<file path="config.mk">
export PLATFORM = sky130hd
export DESIGN_NAME = draw_rect_char_flat
export DESIGN_NICKNAME = d
export VERILOG_FILES = /design/src/rtl/draw_rect_char_pkg.sv /design/src/rtl/draw_rect_char_if.sv /design/src/rtl/draw_rect_char_signal_delay.sv /design/src/rtl/draw_rect_char.sv /design/src/flat_wrapper.sv
export SDC_FILE = /design/constraint.sdc
export NUM_CORES = 1
export LEC_CHECK = 0
export BUFFER_PORTS_ARGS = -buffer_cell sky130_fd_sc_hd__buf_2
export CAP_MARGIN = 10
export CORE_MARGIN = 4
export CORE_UTILIZATION = 39
export DETAILED_ROUTE_END_ITERATION = 10
export SKIP_LAST_GASP = 1
export SYNTH_ARGS = -nofsm -noshare
export SYNTH_HDL_FRONTEND = slang
export SYNTH_HIERARCHICAL = 1
export SYNTH_SLANG_ARGS = --single-unit
export TNS_END_PERCENT = 10
</file>
<file path="constraint.sdc">
create_clock -name clk -period 1.3 [get_ports clk]
set_input_delay 0.39 -clock clk [delete_from_list [all_inputs] [get_ports clk]]
set_output_delay 0.39 -clock clk [all_outputs]
set_load 0.02 [all_outputs]
</file>
<file path="src/rtl/draw_rect_char_pkg.sv">
// Shared constants and types for the text-box overlay: VGA widths,
// character cell geometry and the pixel pipeline depth.
package draw_rect_char_pkg;

   localparam int CNT_W      = 11;
   localparam int RGB_W      = 12;
   localparam int CHAR_W     = 8;
   localparam int CHAR_H     = 16;
   localparam int GRID       = 16;
   localparam int PIPE_DEPTH = 3;
   localparam int BOX_W      = CHAR_W * GRID;
   localparam int BOX_H      = CHAR_H * GRID;
   localparam int CNT_MAX    = 2047;

   // One pixel's worth of VGA bus, packed so it can ride through a delay line.
   typedef struct packed {
      logic [CNT_W-1:0] hcount;
      logic [CNT_W-1:0] vcount;
      logic             hsync;
      logic             vsync;
      logic             hblnk;
      logic             vblnk;
      logic [RGB_W-1:0] rgb;
   } vga_t;

   function automatic logic in_span(input logic [CNT_W-1:0] val, input int lo, input int len);
      return (int'(val) >= lo) && (int'(val) < lo + len);
   endfunction

endpackage

</file>
<file path="src/rtl/draw_rect_char_if.sv">
// VGA pixel bus: counters, sync/blank timing and colour for one pixel.
interface draw_rect_char_if;

   logic [draw_rect_char_pkg::CNT_W-1:0] hcount;
   logic [draw_rect_char_pkg::CNT_W-1:0] vcount;
   logic                                 hsync;
   logic                                 vsync;
   logic                                 hblnk;
   logic                                 vblnk;
   logic [draw_rect_char_pkg::RGB_W-1:0] rgb;

   modport master (output hcount, vcount, hsync, vsync, hblnk, vblnk, rgb);
   modport slave  (input  hcount, vcount, hsync, vsync, hblnk, vblnk, rgb);

endinterface

</file>
<file path="src/rtl/draw_rect_char_signal_delay.sv">
// Fixed-depth shift register delay line with asynchronous clear.
module signal_delay #(
   parameter int WIDTH = 1,
   parameter int DEPTH = 1
) (
   input  logic             clk,
   input  logic             rst_n,
   input  logic [WIDTH-1:0] i_data,
   output logic [WIDTH-1:0] o_data
);

   logic [WIDTH-1:0] r_pipe [DEPTH];

   // NOTE: every stage is cleared on reset because these are output-visible
   // pipeline flops, not a storage memory; a RAM-style array would not be reset.
   always_ff @(posedge clk or negedge rst_n) begin
      if (!rst_n) begin
         for (int i = 0; i < DEPTH; i++) r_pipe[i] <= '0;
      end else begin
         r_pipe[0] <= i_data;
         for (int i = 1; i < DEPTH; i++) r_pipe[i] <= r_pipe[i-1];
      end
   end

   assign o_data = r_pipe[DEPTH-1];

endmodule

</file>
<file path="src/rtl/draw_rect_char.sv">
// Overlays a 16x16 grid of 8x16 glyphs onto a VGA stream; addresses the
// external code/font ROMs and delays the pixel bus to match their latency.
module draw_rect_char
   import draw_rect_char_pkg::*;
#(
   parameter int               XPOS         = 300,
   parameter int               YPOS         = 200,
   parameter logic [RGB_W-1:0] LETTER_COLOR = 12'hFFF
) (
   input  logic                    clk,
   input  logic                    rst_n,
   draw_rect_char_if.slave         vga_in,
   draw_rect_char_if.master        vga_out,
   input  logic                    text_en,
   input  logic [7:0]              char_pixels,
   output logic [7:0]              char_xy,
   output logic [3:0]              char_line
);

   if ((XPOS + BOX_W > CNT_MAX) || (YPOS + BOX_H > CNT_MAX) || (XPOS < 0) || (YPOS < 0)) begin : g_bad_cfg
      $error("draw_rect_char: text box does not fit in the 11-bit pixel space");
   end

   logic       w_in_box;
   logic [6:0] w_rel_x;
   logic [7:0] w_rel_y;
   logic       w_vsync_rise;
   vga_t       w_bus_in;
   vga_t       w_bus_dly;

   logic       r_vsync_prev;
   logic       r_frame_en;
   logic [7:0] r_char_xy;
   logic [3:0] r_char_line;
   logic       r_in_box1, r_in_box2;
   logic [2:0] r_bit_idx1, r_bit_idx2;
   logic       r_blank1, r_blank2;
   logic       r_lit;

   // Relative offsets are only consumed under w_in_box, so truncation cannot alias.
   assign w_in_box     = in_span(vga_in.hcount, XPOS, BOX_W) && in_span(vga_in.vcount, YPOS, BOX_H);
   assign w_rel_x      = 7'(vga_in.hcount - 11'(XPOS));
   assign w_rel_y      = 8'(vga_in.vcount - 11'(YPOS));
   assign w_vsync_rise = vga_in.vsync && !r_vsync_prev;

   // NOTE: state registers use non-blocking assignments so every stage samples
   // the previous cycle's value regardless of statement order.
   always_ff @(posedge clk or negedge rst_n) begin
      if (!rst_n) begin
         r_vsync_prev <= 1'b0;
         r_frame_en   <= 1'b0;
         r_char_xy    <= '0;
         r_char_line  <= '0;
         r_in_box1    <= 1'b0;
         r_in_box2    <= 1'b0;
         r_bit_idx1   <= '0;
         r_bit_idx2   <= '0;
         r_blank1     <= 1'b0;
         r_blank2     <= 1'b0;
         r_lit        <= 1'b0;
      end else begin
         r_vsync_prev <= vga_in.vsync;
         if (w_vsync_rise) r_frame_en <= text_en;

         // Stage 1: ROM addressing
         r_in_box1   <= w_in_box;
         r_char_xy   <= w_in_box ? {w_rel_y[7:4], w_rel_x[6:3]} : 8'h00;
         r_char_line <= w_in_box ? w_rel_y[3:0] : 4'h0;
         r_bit_idx1  <= 3'd7 - w_rel_x[2:0];
         r_blank1    <= vga_in.hblnk || vga_in.vblnk;

         // Stage 2: wait for the font ROM
         r_in_box2  <= r_in_box1;
         r_bit_idx2 <= r_bit_idx1;
         r_blank2   <= r_blank1;

         // Stage 3: glyph pixel decision, aligned with the 3-deep bus delay
         r_lit <= r_in_box2 && r_frame_en && char_pixels[r_bit_idx2] && !r_blank2;
      end
   end

   assign w_bus_in = '{hcount: vga_in.hcount, vcount: vga_in.vcount,
                       hsync:  vga_in.hsync,  vsync:  vga_in.vsync,
                       hblnk:  vga_in.hblnk,  vblnk:  vga_in.vblnk,
                       rgb:    vga_in.rgb};

   signal_delay #(
      .WIDTH ($bits(vga_t)),
      .DEPTH (PIPE_DEPTH)
   ) u_bus_delay (
      .clk    (clk),
      .rst_n  (rst_n),
      .i_data (w_bus_in),
      .o_data (w_bus_dly)
   );

   assign char_xy        = r_char_xy;
   assign char_line      = r_char_line;
   assign vga_out.hcount = w_bus_dly.hcount;
   assign vga_out.vcount = w_bus_dly.vcount;
   assign vga_out.hsync  = w_bus_dly.hsync;
   assign vga_out.vsync  = w_bus_dly.vsync;
   assign vga_out.hblnk  = w_bus_dly.hblnk;
   assign vga_out.vblnk  = w_bus_dly.vblnk;
   // Both mux inputs are stage-3 flops, so the output stays a registered value.
   assign vga_out.rgb    = r_lit ? LETTER_COLOR : w_bus_dly.rgb;

endmodule

</file>
<file path="src/flat_wrapper.sv">
// flat-port wrapper written by rule: the top's interface ports become plain ports
module draw_rect_char_flat import draw_rect_char_pkg::*;
#(
   parameter int               XPOS         = 300,
   parameter int               YPOS         = 200,
   parameter logic [RGB_W-1:0] LETTER_COLOR = 12'hFFF
)
  (clk, rst_n, text_en, char_pixels, char_xy, char_line, vga_in_hcount, vga_in_vcount, vga_in_hsync, vga_in_vsync, vga_in_hblnk, vga_in_vblnk, vga_in_rgb, vga_out_hcount, vga_out_vcount, vga_out_hsync, vga_out_vsync, vga_out_hblnk, vga_out_vblnk, vga_out_rgb);
  draw_rect_char_if vga_in_i ();
  draw_rect_char_if vga_out_i ();
  input  logic clk;
  input  logic rst_n;
  input  logic text_en;
  input  logic [7:0] char_pixels;
  output logic [7:0] char_xy;
  output logic [3:0] char_line;
  input wire logic [$bits(vga_in_i.hcount)-1:0] vga_in_hcount;
  input wire logic [$bits(vga_in_i.vcount)-1:0] vga_in_vcount;
  input wire logic [$bits(vga_in_i.hsync)-1:0] vga_in_hsync;
  input wire logic [$bits(vga_in_i.vsync)-1:0] vga_in_vsync;
  input wire logic [$bits(vga_in_i.hblnk)-1:0] vga_in_hblnk;
  input wire logic [$bits(vga_in_i.vblnk)-1:0] vga_in_vblnk;
  input wire logic [$bits(vga_in_i.rgb)-1:0] vga_in_rgb;
  output wire logic [$bits(vga_out_i.hcount)-1:0] vga_out_hcount;
  output wire logic [$bits(vga_out_i.vcount)-1:0] vga_out_vcount;
  output wire logic [$bits(vga_out_i.hsync)-1:0] vga_out_hsync;
  output wire logic [$bits(vga_out_i.vsync)-1:0] vga_out_vsync;
  output wire logic [$bits(vga_out_i.hblnk)-1:0] vga_out_hblnk;
  output wire logic [$bits(vga_out_i.vblnk)-1:0] vga_out_vblnk;
  output wire logic [$bits(vga_out_i.rgb)-1:0] vga_out_rgb;
  assign vga_in_i.hcount = vga_in_hcount;
  assign vga_in_i.vcount = vga_in_vcount;
  assign vga_in_i.hsync = vga_in_hsync;
  assign vga_in_i.vsync = vga_in_vsync;
  assign vga_in_i.hblnk = vga_in_hblnk;
  assign vga_in_i.vblnk = vga_in_vblnk;
  assign vga_in_i.rgb = vga_in_rgb;
  assign vga_out_hcount = vga_out_i.hcount;
  assign vga_out_vcount = vga_out_i.vcount;
  assign vga_out_hsync = vga_out_i.hsync;
  assign vga_out_vsync = vga_out_i.vsync;
  assign vga_out_hblnk = vga_out_i.hblnk;
  assign vga_out_vblnk = vga_out_i.vblnk;
  assign vga_out_rgb = vga_out_i.rgb;
  draw_rect_char #(.XPOS(XPOS), .YPOS(YPOS), .LETTER_COLOR(LETTER_COLOR)) u_core (.clk(clk), .rst_n(rst_n), .vga_in(vga_in_i), .vga_out(vga_out_i), .text_en(text_en), .char_pixels(char_pixels), .char_xy(char_xy), .char_line(char_line));
endmodule
</file>
==> key figures, run 1 <==
Run status
  – Status: complete, but fails checks
  – Failing checks: setup timing

Critical path
  – WP data required: 0.91 ns
  – Crit-path cells: buf_6 > or2_4 > buf_6
  – Crit path buf inv count: 2
  – CP max stage delay: 0.43 ns
  – Reg-to-Reg Start: u_core/r_bit_idx2[0]
  – R2R setup slack: 0.04 ns
  – Worst-path fanout max: 6
  – CP top delay family: flip-flops
  – Number of cells on the critical path: 3
  – CP most frequent cell: buf_6
  – CP arrival: 1.42 ns
  – CP Launch Type: flop
  – R2r endpoint: u_core/r_lit
  – CP endpoint: vga_out_rgb[11]
  – Kind of critical path: flop to primary output
  – R2R depth: 3
  – Crit-path slowest cell: dfrtp_2
  – Setup crit end kind: primary output
  – Critical Path Source: u_core/r_lit

Global route
  – Met1 GRT Util: 0.162
  – Pin count of the biggest net entering global routing: 48
  – Global-route wire length before repair: 11900 µm
  – Busiest grt layer: met2
  – Vias in the first global route: 2407
  – Met2 Resource Use GR: 0.187
  – GRT Overall Usage: 0.124
  – Met3 Use GR: 0.0471
  – GRT overflow: 0
  – Initial antenna violation count: 0

Clocking
  – Worst-path clk slew: 0.06 ns
  – CTS tree: built
  – Clk buf depth: 2
  – Later-pin clock latency in the skew report: 0.50 ns
  – H-tree levels: 4
  – CTS root buf: clkbuf_8
  – CTS Buf Count: 17
  – Clock Sinks: 139

Synth
  – Post-synthesis cell area: 4300 µm²
  – Largest area contributor in the netlist: dfrtp_1
  – Library cells used by synthesis: 28
  – Synth top area cells: dfrtp_1 (81%), buf_4 (6.6%), nor3_2 (2.1%)
  – Register area share after synthesis: 0.809
  – Yosys reg bits: 139
  – Multiplexer area fraction after synthesis: 0.0154
  – Ys Warns: 6
  – Area share of the largest cell type after synthesis: 0.809
  – Cells after synthesis: 249
  – Largest family of logic cells by synthesized area: buffers and inverters
  – Compound-Gate Fraction of Synth Area: 0.00698
  – Syn nets: 300
  – Synth Area in Simple Gates: 0.0725
  – Post-synthesis adder-cell area fraction: 0.00582
  – Syn Area/Cell: 17.3 µm²
  – XOR/XNOR share of the synthesized area: 0.0122

Min path
  – Hold_sp: vga_in_vsync
  – Hold crit path type: input port to flop

Finish
  – Fin area: 5900 µm²
  – Fin nets: 425
  – Antenna diodes: 0
  – Layout Cells excl Fill: 525
  – Final Util: 0.546
  – Area grow syn2layout: 37.2%
  – Share of cells above drive strength 1: 0.488

Floorplanning
  – Ports: 99
  – Starting Density: 0.398
  – Core area: 10800 µm²
  – Rows: 38
  – Die H: 113 µm
  – Overall die area: 12800 µm²
  – Die W: 113 µm

Flow run
  – Max Cap Viol: 0

Timing
  – RSZ-0062 raised after global routing: true
  – Tcrit/Tclk final: 1.39
  – Peak Freq: 553 MHz
  – Final hold slack: 0.0405 ns
  – Worst setup margin: -0.508 ns
  – Least-Margin Pin Slew: 0.345 ns
  – Skew final: 0.00569 ns
  – Final Hold Viols: 0
  – Rel. slew slack: 0.767
  – Max-slew violations: 0
  – Minimum clock period: 1.81 ns
  – # setup viols final: 59

Pwr
  – Leak: 2.83 nW
  – Power Density: 1720 nW/µm²
  – Maximum vdd drop: 0.803 mV

Detailed routing
  – First-pass DRT Iterations: 2
  – Via/cell ratio: 4.11
  – WL/cell: 13.6 µm
  – Remaining antenna violation count: 0
  – DR vias: 2159
  – Initial drt markers: 90
  – DR DRC count: 0
  – Final wirelength: 7150 µm

Placed design
  – Post-DP HPWL: 4830 µm
  – Gpl congestion: 0.812
  – Port Buffers: 98
  – Area after DPL: 4940 µm²
  – Pre-CTS setup slack: -0.610 ns
  – Cell count after placement: 472
==> kinds of logic (layout without fill, tap and decap cells) <==
group / count (synthesis) / after routing
buffers and inverters: 49 / 185
AOI/OAI and AO/OA: 5 / 5
adders and majority gates: 2 / 2
DFF: 139 / 139
xor gates and xnor gates: 6 / 6
muxes: 4 / 4
and+or+nand+nor: 44 / 44
==> cell type report <==
class	count	area [µm²]
Clock buffer	20	455
Fill cell	872	4890
Clock inverter	10	165
Timing Repair Buffer	147	1050
Inverter	8	47.5
Tap cell	140	175
Sequential cell	139	3480
Multi-Input combinational cell	61	526
==> where the power goes <==
group	internal, mW	switching, mW	total [mW]	leakage [nW]
registers	4.53	0.0549	4.58	1.65
clock network	3.25	1.68	4.93	0.295
logic	0.306	0.322	0.629	0.889
==> Yosys cell counts <==
master    count
dfrtp_1     139
buf_4        38
or2_2        13
nor3_2        9
inv_1         8
nor3_1        7
nand2_1       4
xor2_1        4
nor2_1        3
a21oi_1       2
ha_1          2
mux4_2        2
nor4b_1       2
xnor2_1       2
a22o_1        1
a31oi_1       1
and4_1        1
buf_2         1
buf_6         1
clkbuf_1      1
mux2_2        1
mux2i_1       1
nand2b_4      1
nand4_1       1
nor2b_1       1
nor4b_2       1
o21ai_0       1
or4_4         1
==> through the flow <==
step,total power [mW],setup TNS (ns)
after global routing,10.6,-14.01
after floorplan,4.92,-4.04
after CTS,10.3,-12.13
final,10.1,-10.40
after global placement,5.20,-6.94
after detailed placement,5.21,-7.67
==> sequential cells by signal (all words and copies together), names as in the netlist <==
signal / count
u_core/r_bit_idx1: 3
u_core/r_blank2: 1
u_core/r_frame_en: 1
u_core/u_bus_delay/r_pipe: 76
u_core/r_vsync_prev: 1
u_core/u_bus_delay/o_data: 38
u_core/r_lit: 1
u_core/r_in_box1: 1
u_core/r_in_box2: 1
u_core/r_blank1: 1
u_core/char_line: 4
u_core/char_xy: 8
u_core/r_bit_idx2: 3
==> worst min path at each step <==
stage	end	slack, ns	depth (start not counted)
after global routing	u_core/u_bus_delay/r_pipe[94]	0.01	1
after floorplan	u_core/char_line[0]	0.09	0
after global placement	u_core/u_bus_delay/o_data[0]	0.23	1
after detailed placement	u_core/u_bus_delay/o_data[0]	0.23	1
final	u_core/r_vsync_prev	0.04	1
after CTS	u_core/u_bus_delay/r_pipe[94]	0.006	1
==> cell usage in the layout (no fill, tap or decap), types with 2 or more instances in the layout <==
cell	netlist	final
inv_1	8	6
buf_12	0	4
mux4_2	2	2
dlygate4sd3_1	0	21
inv_6	0	2
a21oi_1	2	2
clkinvlp_4	0	3
nor4b_1	2	2
or2_2	13	2
xnor2_1	2	2
buf_4	38	22
nand2_1	4	4
buf_6	1	15
bufinv_16	0	4
clkbuf_16	0	16
dfrtp_1	139	138
xor2_1	4	4
clkbuf_8	0	4
buf_2	1	85
nor3_1	7	7
or2_4	0	11
nor3_2	9	9
nor2_1	3	3
==> metal layers <==
| metal | vias up | share of wire | wire [µm] |
|---|---|---|---|
| met5 | - | 0 | 0 |
| met4 | 0 | 0.012 | 83 |
| met3 | 8 | 0.062 | 445 |
| met2 | 74 | 0.48 | 3400 |
| met1 | 1063 | 0.45 | 3210 |
| li1 | 1014 | - | - |
==> timing repair <==
item	4_1_cts	5_1_grt
hold buffers	21	0
gates resized for setup	39	0
cloned	0	0
pin swaps	11	0
endpoints found under the hold margin	159	0
endpoints found under the setup margin	55	64
buffers inserted	2	0
Power figures use the tool's default switching activity.
==> run 2: changes to the inputs <==
--- a/config.mk
+++ b/config.mk
@@ -5,11 +5,13 @@
 export SDC_FILE = /design/constraint.sdc
 export NUM_CORES = 1
 export LEC_CHECK = 0
+export ABC_AREA = 1
 export BUFFER_PORTS_ARGS = -buffer_cell sky130_fd_sc_hd__buf_2
 export CAP_MARGIN = 10
 export CORE_MARGIN = 4
 export CORE_UTILIZATION = 39
 export DETAILED_ROUTE_END_ITERATION = 10
+export GPL_TIMING_DRIVEN = 0
 export SKIP_LAST_GASP = 1
 export SYNTH_ARGS = -nofsm -noshare
 export SYNTH_HDL_FRONTEND = slang
==> run 2 against run 1 <==
  * The flow still finishes with violations (setup timing)
  * Worst hold slack worse by 0.0041 ns
  * Synthesized cell count up 16%
  * Count of clock-buffer cells in the layout rose by 5
  * Wire length rose by 3.6%
  * Clock skew down 0.0017 ns
  * Cell area increased by 2.0%
  * Final cell count increased by 13%
  * Utilization grew 0.86 points
  * Clock power decreased by 18%
  * Register-to-register slack improved by 0.21 ns
  * Sequential share of layout area fell by 1.2 points
  * Critical path type unchanged
==> key figures, run 2 <==
Finish
  – Commonest non-fill, non-tap cells in the layout: dfrtp_1 (138), buf_2 (87), buf_4 (38)
  – Antenna diodes: 0 (unchanged)
  – Area grow syn2layout: 38.8%
  – Fin nets: 494 (+16%)
  – Register with the most flip-flops: u_core/u_bus_delay/r_pipe
  – Multi-input logic area: 507 µm² (-3.6%)
  – Filler cell count: 885 (+1.5%)
  – Register area: 3480 µm² (unchanged)
  – Max reg flops: 76 (unchanged)
  – Commonest non-fill, non-tap cell in the layout: dfrtp_1
  – Layout Cells excl Fill: 592 (+13%)
  – Final Util: 0.555 (+0.00857)
  – Share of cells above drive strength 1: 0.427 (-0.0613)

Timing
  – # setup viols final: 50 (-15%)
  – Final Hold Viols: 0 (unchanged)
  – Peak Freq: 547 MHz (-1.2%)
  – Rel. slew slack: 0.702 (-0.0647)
  – Max-slew violations: 0 (unchanged)
  – Minimum clock period: 1.83 ns (+0.0210 ns)
  – Least-Margin Pin Slew: 0.446 ns (+0.102 ns)
  – Final hold slack: 0.0363 ns (-0.00411 ns)
  – Worst setup margin: -0.529 ns (-0.0210 ns)
  – RSZ-0062 raised after global routing: true
  – Skew final: 0.00395 ns (-0.00175 ns)
  – Tcrit/Tclk final: 1.41 (+0.0162)

Pwr
  – Power Density: 1550 nW/µm² (-10%)
  – NetSw: 1.96 mW (-4.8%)
  – Clock Power Share: 0.436 (-0.050)
  – Int Power: 7.35 mW (-9.1%)
  – Leak: 3.03 nW (+7.0%)
  – Maximum vdd drop: 0.943 mV (+17%)
  – Switching part of the total power: 0.210 (+0.00759)
  – Sequential Power Share: 0.493 (+0.041)
  – Total Power: 9.31 mW (-8.2%)
  – Gate power share: 0.072 (+0.010)

Detailed routing
  – Initial drt markers: 96 (+6.7%)
  – DR vias: 2425 (+12%)
  – Remaining antenna violation count: 0 (unchanged)
  – Final wirelength: 7400 µm (+3.6%)
  – WL/cell: 12.5 µm (-8.2%)
  – Via/cell ratio: 4.10 (-0.39%)
  – DR DRC count: 0 (unchanged)
  – First-pass DRT Iterations: 4 (+2)

Floorplanning
  – Ports: 99 (unchanged)
  – Starting Density: 0.400 (+0.00160)
  – Die H: 113 µm (+0.39%)
  – Core area: 10800 µm² (+0.44%)
  – Overall die area: 12900 µm² (+0.79%)
  – Rows: 38 (unchanged)
  – Die W: 113 µm (+0.39%)

Synth
  – Area share of the largest cell type after synthesis: 0.802 (-0.00677)
  – Synth top cells by count: dfrtp_1 (139), buf_4 (38), inv_1 (24)
  – Ys Warns: 6 (unchanged)
  – Ys async rst share: 1.00 (unchanged)
  – Cells after synthesis: 289 (+16%)
  – Yosys reg bits: 139 (unchanged)
  – Post-synthesis cell area: 4340 µm² (+0.84%)
  – Register area share after synthesis: 0.802 (-0.00677)
  – Syn nets: 340 (+13%)
  – EDFF count, synth: 0 (unchanged)
  – Syn Area/Cell: 15.0 µm² (-13%)
  – Most common cell in the netlist: dfrtp_1
  – Largest area contributor in the netlist: dfrtp_1
  – Library cells used by synthesis: 23 (-18%)
  – Top_reg_cell synth: dfrtp_1
  – Synth top area cells: dfrtp_1 (80%), buf_4 (6.6%), inv_1 (2.1%)

Global route
  – Global-route wire length before repair: 12700 µm (+6.0%)
  – Initial antenna violation count: 0 (unchanged)
  – Vias in the first global route: 2615 (+8.6%)
  – GRT Overall Usage: 0.132 (+0.00762)
  – Pin count of the biggest net entering global routing: 96 (+100%)
  – GRT overflow: 0 (unchanged)

Critical path
  – CP arrival: 1.44 ns (+0.02 ns)
  – Critical Path Source: u_core/r_lit
  – Kind of critical path: flop to primary output
  – Setup crit end kind: primary output
  – WP data required: 0.91 ns (about the same)
  – Worst-path fanout max: 5 (-1)
  – Reg-to-Reg Start: u_core/r_bit_idx2[0]
  – CP Launch Type: flop

Clocking
  – Clk buf depth: 2 (unchanged)
  – CTS root buf: clkbuf_8
  – Worst-path clk slew: 0.05 ns (about the same)
  – CTS Buf Count: 17 (unchanged)
  – Post-CTS setup buffers: 0 (-2)
  – H-tree levels: 4 (unchanged)
  – CTS tree: built
  – Clock Sinks: 139 (unchanged)
  – Later-pin clock latency in the skew report: 0.51 ns (about the same)

Flow run
  – Max Cap Viol: 0 (unchanged)

Run status
  – Failing checks: setup timing
  – Status: complete, but fails checks

Placed design
  – Port Buffers: 98 (unchanged)
  – Gpl congestion: 0.766 (-5.7%)
  – Post-DP HPWL: 4680 µm (-3.0%)
  – Cell count after placement: 528 (+12%)
  – Pre-CTS setup slack: -0.333 ns (+0.277 ns)

Min path
  – Hold_sp: vga_in_hcount[6]
  – Hold crit path type: input port to flop
run 2: changes by cell type after synthesis, moves of 6 or more:
| cell | change |
|---|---|
| nand2_1 | +17 |
| inv_1 | +16 |
| nor2_1 | +12 |
| nor3_2 | -9 |
| nor2_2 | +8 |
| nor3_1 | -6 |
run 2: worst paths after layout:
kind | to | slack [ns] | cells past startpoint
min in group asynchronous | u_core/u_bus_delay/r_pipe[84] | 0.39 | 2
min | u_core/u_bus_delay/r_pipe[109] | 0.04 | 1
max in group asynchronous | u_core/u_bus_delay/o_data[33] | 0.13 | 3
max | vga_out_rgb[1] | -0.53 | 3
max reg2reg | u_core/r_lit | 0.25 | 4
min reg2reg | u_core/u_bus_delay/r_pipe[56] | 0.34 | 0
run 2: metal layers:
layer	share of wire	track usage
met1	0.42	0.154
met2	0.49	0.208
met3	0.074	0.0557
met4	0.024	0.0673
met5	0	0
run 2: cell type report:
type | instances | share of cell area
multi-input combinational | 86 | 0.0842
inverter | 24 | 0.0154
buffer | 40 | 0.0518
clock inverter | 3 | 0.00250
tap | 140 | 0.0291
clock buffer | 25 | 0.0805
sequential | 139 | 0.578
timing repair buffer | 135 | 0.158
run 2: cells by family after synthesis:
group / count (synthesis) / share of synthesized area
AO/OA/AOI/OAI: 12 / 0.0150
adder cells (fa/ha/maj): 2 / 0.00577
flip-flops: 139 / 0.802
XOR/XNOR: 5 / 0.0101
AND/OR/NAND/NOR: 67 / 0.0768
buffers and inverters: 64 / 0.0900
run 2: timing repair:
action | CTS | global route
endpoints found under the setup margin | 50 | 50
pin swaps | 10 | 0
hold buffers | 35 | 0
cloned | 1 | 0
resized for setup | 34 | 3
endpoints found under the hold margin | 79 | 0
run 2: power groups by stage:
stage | clock network (mW) | logic [mW] | registers, mW
6_report | 4.06 | 0.668 | 4.59
5_1_grt | 4.39 | 0.741 | 4.61
4_1_cts | 4.18 | 0.679 | 4.59
3_5_place_dp | 0 | 0.560 | 4.66
3_3_place_gp | 0 | 0.534 | 4.65
2_1_floorplan | 0 | 0.277 | 4.65
run 2: stage by stage:
stage | instance area (µm²) | setup TNS, ns
2_1_floorplan | 4350 | 0
3_3_place_gp | 5020 | -268.54
3_5_place_dp | 5050 | -4.98
4_1_cts | 6010 | -15.85
5_1_grt | 6020 | -16.29
6_report | 6020 | -13.30
run 2: critical path, stage by stage (launching register included):
cell     delay (ns)
dfrtp_2        0.44
buf_8          0.14
or2_4          0.22
buf_6          0.13
